$ cat config.mk
export PLATFORM = sky130hd
export DESIGN_NAME = gps_clken_gen_flat
export DESIGN_NICKNAME = d
export VERILOG_FILES = /design/src/rtl/gps_clken_gen_if.sv /design/src/rtl/gps_clken_gen.sv /design/src/flat_wrapper.sv
export SDC_FILE = /design/constraint.sdc
export NUM_CORES = 1
export LEC_CHECK = 0
export ABC_AREA = 0
export CAP_MARGIN = 20
export CELL_PAD_IN_SITES_DETAIL_PLACEMENT = 0
export CELL_PAD_IN_SITES_GLOBAL_PLACEMENT = 1
export CORE_MARGIN = 5
export CORE_UTILIZATION = 50
export CTS_BUF_LIST = sky130_fd_sc_hd__clkbuf_16
export CTS_CLUSTER_SIZE = 20
export DETAILED_ROUTE_END_ITERATION = 8
export PLACE_DENSITY = 0.9
export SYNTH_ARGS = -nofsm -noshare
export SYNTH_HDL_FRONTEND = slang
export SYNTH_SLANG_ARGS = --single-unit
$ cat constraint.sdc
create_clock -name clk -period 8.1 [get_ports clk]
set_input_delay 1.62 -clock clk [delete_from_list [all_inputs] [get_ports clk]]
set_output_delay 1.62 -clock clk [all_outputs]
set_load 0.02 [all_outputs]
$ cat src/rtl/gps_clken_gen_if.sv
// gps_clken_gen_if: config/sync inputs and enable outputs of gps_clken_gen
// master: drives cfg_we/cfg_ch/cfg_div/sync, observes rst_out/ce/clk_div
// slave: the generator side
interface gps_clken_gen_if #(
  parameter int NUM_CH = 2,
  parameter int DIV_W  = 16,
  parameter int CH_W   = (NUM_CH > 1 ? $clog2(NUM_CH) : 1)
);
  logic              cfg_we;
  logic [CH_W-1:0]   cfg_ch;
  logic [DIV_W-1:0]  cfg_div;
  logic              sync;
  logic              rst_out;
  logic [NUM_CH-1:0] ce;
  logic [NUM_CH-1:0] clk_div;
  modport master (output cfg_we, cfg_ch, cfg_div, sync, input rst_out, ce, clk_div);
  modport slave  (input cfg_we, cfg_ch, cfg_div, sync, output rst_out, ce, clk_div);
endinterface

$ cat src/rtl/gps_clken_gen.sv
// gps_clken_gen: NUM_CH programmable clock-enable strobes plus a stretched downstream reset
// clk/rst: system clock, sync active-high reset
// bus (slave): cfg_we/cfg_ch/cfg_div write pending ratio, sync realigns, rst_out/ce/clk_div out
module gps_clken_gen #(
  parameter int NUM_CH   = 2,
  parameter int DIV_W    = 16,
  parameter int DEF_DIV  = 4,
  parameter int RST_HOLD = 32,
  parameter int CH_W     = (NUM_CH > 1 ? $clog2(NUM_CH) : 1)
) (
  input logic clk,
  input logic rst,
  gps_clken_gen_if.slave bus
);
  localparam int HW = $clog2(RST_HOLD + 1);
  logic          r_rst_out;
  logic [HW-1:0] r_hold;
  logic [NUM_CH-1:0] w_ce, w_clk;
  always_ff @(posedge clk)
    if (rst) begin
      r_rst_out <= 1'b1;
      r_hold    <= '0;
    end else if (r_rst_out) begin
      r_hold    <= r_hold + HW'(1);
      r_rst_out <= r_hold != HW'(RST_HOLD - 1);
    end
  for (genvar g = 0; g < NUM_CH; g++) begin : g_ch
    logic [DIV_W-1:0] r_cnt, r_act, r_pend, w_pend, w_dm1;
    logic             r_ce, r_clk, w_we, w_wrap;
    assign w_we   = bus.cfg_we && bus.cfg_ch == CH_W'(g);
    assign w_pend = w_we ? bus.cfg_div : r_pend;
    // ratios 0 and 1 both mean divide-by-one
    assign w_dm1  = r_act == '0 ? '0 : r_act - DIV_W'(1);
    assign w_wrap = r_cnt == w_dm1;
    assign w_ce[g]  = r_ce;
    assign w_clk[g] = r_clk;
    always_ff @(posedge clk)
      if (rst) begin
        r_cnt  <= '0;
        r_act  <= DIV_W'(DEF_DIV);
        r_pend <= DIV_W'(DEF_DIV);
        r_ce   <= 1'b0;
        r_clk  <= 1'b0;
      end else begin
        r_pend <= w_pend;
        if (r_rst_out) begin
          r_cnt <= '0;
          r_ce  <= 1'b0;
          r_clk <= 1'b0;
        end else if (bus.sync) begin
          r_cnt <= '0;
          r_ce  <= 1'b0;
          r_clk <= 1'b0;
          r_act <= w_pend;
        end else begin
          r_cnt <= w_wrap ? '0 : r_cnt + DIV_W'(1);
          r_ce  <= w_wrap;
          r_clk <= r_clk ^ w_wrap;
          // new ratio takes effect only at a period boundary
          if (w_wrap) r_act <= w_pend;
        end
      end
  end
  assign bus.rst_out = r_rst_out;
  assign bus.ce      = w_ce;
  assign bus.clk_div = w_clk;
endmodule

$ cat src/flat_wrapper.sv
// flat-port wrapper written by rule: the top's interface ports become plain ports
module gps_clken_gen_flat 
#(
  parameter int NUM_CH   = 2,
  parameter int DIV_W    = 16,
  parameter int DEF_DIV  = 4,
  parameter int RST_HOLD = 32,
  parameter int CH_W     = (NUM_CH > 1 ? $clog2(NUM_CH) : 1)
)
  (clk, rst, bus_cfg_we, bus_cfg_ch, bus_cfg_div, bus_sync, bus_rst_out, bus_ce, bus_clk_div);
  gps_clken_gen_if #(.NUM_CH(NUM_CH), .DIV_W(DIV_W), .CH_W(CH_W)) bus_i ();
  input logic clk;
  input logic rst;
  input wire logic [$bits(bus_i.cfg_we)-1:0] bus_cfg_we;
  input wire logic [$bits(bus_i.cfg_ch)-1:0] bus_cfg_ch;
  input wire logic [$bits(bus_i.cfg_div)-1:0] bus_cfg_div;
  input wire logic [$bits(bus_i.sync)-1:0] bus_sync;
  output wire logic [$bits(bus_i.rst_out)-1:0] bus_rst_out;
  output wire logic [$bits(bus_i.ce)-1:0] bus_ce;
  output wire logic [$bits(bus_i.clk_div)-1:0] bus_clk_div;
  assign bus_i.cfg_we = bus_cfg_we;
  assign bus_i.cfg_ch = bus_cfg_ch;
  assign bus_i.cfg_div = bus_cfg_div;
  assign bus_i.sync = bus_sync;
  assign bus_rst_out = bus_i.rst_out;
  assign bus_ce = bus_i.ce;
  assign bus_clk_div = bus_i.clk_div;
  gps_clken_gen #(.NUM_CH(NUM_CH), .DIV_W(DIV_W), .DEF_DIV(DEF_DIV), .RST_HOLD(RST_HOLD), .CH_W(CH_W)) u_core (.clk(clk), .rst(rst), .bus(bus_i));
endmodule
==> results.py <==
metrics = {
    "run_status": {
        "status": "completed",
    },
    "timing": {
        "skew_ps": 7.34,
        "setup_violations": 0,
        "rsz0062_at_grt": "no",
        "setup_slack_ps": 3770,
        "slew_headroom_pct": 25.5,
        "fin_crit_sh_pct": 53.4,
        "slew_violations": 0,
        "max_freq_ghz": 0.231,
        "period_minus_slack_ps": 4330,
        "worst_pin_slew_ps": 1120,
        "finalHoldViolCount": 0,
        "tns_ps": 0,
    },
    "power_and_ir_drop": {
        "powerDensity_nw_per_um2": 151,
        "p_leak_nw": 2.32,
        "irDropWorstVdd_v": 0.000103,
    },
    "worst_hold_path": {
        "hp-class": "reg2reg",
        "hp-start": "u_core.g_ch[0].r_pend[3]",
    },
    "cts": {
        "clk_pin_slew_ps": 70,
        "clkLatencyLatePin_ps": 350,
        "cts_htree_levels": 3,
        "cts.sinks": 107,
        "cts_buffer_depth": 2,
        "cts_buffers": 9,
        "postCtsSetupBuffers": 0,
        "cts.repair.resized": 0,
        "cts_tree": "done",
        "holdBufCountCts": 0,
        "cts_root_buf": "clkbuf_16",
    },
    "grt": {
        "grt_max_degree": 59,
        "antenna_found_initial": 0,
        "grt_pass1_vias": 5086,
        "track_usage_pct": 20.9,
        "gr-total-overflow": 0,
        "grt_pass1_wl_microns": 25100,
    },
    "logic_synthesis": {
        "ys_ff_latch": 107,
        "yosysSeqAreaShare_pct": 34.7,
        "netlist_area_sq_um": 6180,
        "yosysUniqueCellTypes": 77,
        "yosys_warnings": 0,
        "synthArstFlopShare_pct": 0,
        "yosys.area.top_type_share_pct": 34.7,
        "synth_area_per_cell_sq_um": 8.40,
        "synth-edff-count": 0,
        "synthFlopType": "dfxtp_1",
        "netlist_instances": 735,
        "synth_top_area_cell": "dfxtp_1",
        "syn_nets": 761,
        "synth_area_leaders": "dfxtp_1, xnor2_1, mux2i_1, nand3_1, nor2_1",
    },
    "worst_setup_path": {
        "worstPathArrival_ps": 4550,
        "cp_common_cell": "nor2_1",
        "cp_top_family": "simple AND/OR/NAND/NOR gates",
        "worstSetupEndpointType": "flop",
        "crit_fanout": 17,
        "critical_path.max_stage_delay_ps": 820,
        "cp_data_required_time_ps": 8320,
        "cp-start-kind": "flop",
        "crit_chain": "nor4_1, and4_1, nor2_1, mux2_2, a2111oi_0, nand4bb_1, o21ai_4, nor2_1",
        "worstSetupPathType": "reg2reg",
        "crit_start": "u_core.g_ch[0].r_act[4]",
        "reg2reg_from": "u_core.g_ch[0].r_act[4]",
        "crit_path_top_delay_cell": "nand4bb_1",
        "crit_buf_inv": 0,
    },
    "routing": {
        "drt-total-wl_microns": 14900,
        "wire_per_inst_microns": 16.8,
        "drtIter0Drc": 393,
        "first_pass_iters": 5,
        "num_vias": 5370,
        "ant_nets": 0,
        "vias_per_cell": 6.03,
        "drc": 0,
    },
    "floorplanning": {
        "die_x_microns": 121,
        "coreArea_sq_um": 12100,
        "ios": 26,
        "start_util_pct": 51.2,
        "die_area_sq_um": 14700,
        "rows": 40,
        "die_height_microns": 121,
    },
    "placement": {
        "post-place-ws_ps": 3970,
        "place_congestion": 0.889,
        "dp_hpwl_microns": 10900,
        "portBuffers": 25,
    },
    "cells_and_area": {
        "antenna_cells": 0,
        "area_growth_pct": 6.79,
        "drive_above_1_share_pct": 9.28,
        "nets": 743,
    },
    "job": {
        "cap_violations": 0,
    },
}
cells by family after synthesis:
kind of cell	share of synthesized area [%]
multiplexers	5.69
AND/OR/NAND/NOR	27.6
buffers and inverters	7.07
AO/OA/AOI/OAI	14.3
flip-flops	34.7
adder cells (fa/ha/maj)	1.01
XOR/XNOR	9.64
cell usage in the layout (no fill, tap or decap), types with 3 or more instances in the layout:
cell type / n
ha_1: 5
or2_2: 4
mux2i_1: 34
and3_1: 9
nor3b_1: 3
or4_4: 3
a221o_1: 5
a21oi_1: 31
inv_6: 3
clkbuf_16: 9
a221o_2: 11
a2111oi_0: 3
nor2_1: 77
buf_4: 5
dfxtp_1: 107
nor4_1: 17
xnor2_1: 44
nand4_1: 12
xor2_1: 24
or4_2: 9
o31ai_1: 3
inv_1: 23
clkdlybuf4s50_1: 24
or4_1: 13
nand3_1: 63
or3_1: 10
nor3_1: 15
o21ai_0: 10
nand2_1: 63
a22oi_1: 16
a211o_1: 3
nand2b_1: 5
synth_stat cells, types with 3 or more instances:
library cell and count:
a2111oi_0 3, a211o_1 3, a21oi_1 31, a221o_1 5, a221o_2 11, a22oi_1 16
and3_1 9, buf_2 7, buf_4 10, buf_6 6, clkbuf_1 29, dfxtp_1 107
dlygate4sd1_1 3, ha_1 5, inv_1 23, mux2i_1 34, nand2_1 63, nand2b_1 5
nand3_1 63, nand4_1 12, nor2_1 77, nor2b_1 3, nor3_1 15, nor3b_1 3
nor4_1 17, o21ai_0 10, o31ai_1 3, or2_2 4, or3_1 10, or4_1 13
or4_2 9, or4_4 3, xnor2_1 44, xor2_1 24
flip-flops by register name, summed over array words and instances (netlist names):
name / count
u_core.g_ch.r_ce: 2
u_core.g_ch.r_cnt: 32
u_core.bus.rst_out: 1
u_core.g_ch.r_pend: 32
u_core.g_ch.r_clk: 2
u_core.r_hold: 6
u_core.g_ch.r_act: 32
worst reg2reg max path, stage by stage (launching register included):
cell and delay (ps):
dfxtp_1 400, nor4_1 750, and4_1 490, nor2_1 60, mux2_2 260, a2111oi_0 650
nand4bb_1 830, o21ai_4 650, nor2_1 110
where the power goes:
group,internal (mW),switching [mW]
Combinational,0.0188,0.0299
Clock,0.210,0.202
Sequential,0.535,0.00327
Total,0.763,0.235
worst paths after layout:
path | endpoint | slack, ps | cells past startpoint
worst max-delay path | u_core.g_ch[0].r_cnt[15] | 3770 | 8
worst max register to register | u_core.g_ch[0].r_cnt[15] | 3770 | 8
worst min-delay path | u_core.g_ch[0].r_pend[3] | 480 | 2
worst min register to register | u_core.g_ch[0].r_pend[3] | 480 | 2
per-stage QoR:
stage,area [sq um],instances,hold WS (ps),utilization [%],power [mW]
floorplan,6180,735,447,-,0.579
global placement,6310,873,458,52.3,0.597
detailed placement,6320,874,481,52.4,0.599
CTS,6600,890,491,54.7,1.01
global route,6600,890,514,54.7,1.04
finish,6600,890,485,54.7,0.998
area by class of cell:
type | count | area (sq um)
fill | 1123 | 5470
sequential | 107 | 2140
timing repair buffer | 30 | 283
clock buffer | 9 | 225
clock inverter | 7 | 48.8
tap | 168 | 210
multi-input combinational | 546 | 3600
inverter | 23 | 86.3
routing by layer:
| metal | routed length, microns | GRT usage, % | vias up | part of all wire [%] |
|---|---|---|---|---|
| met3 | 841 | 2.56 | 15 | 5.6 |
| met5 | 0 | 0 | - | 0 |
| met2 | 6920 | 34.4 | 176 | 46 |
| met4 | 170 | 6.23 | 0 | 1.1 |
| met1 | 7020 | 28.6 | 2572 | 47 |
| li1 | - | - | 2607 | - |
Power figures use the tool's default switching activity.
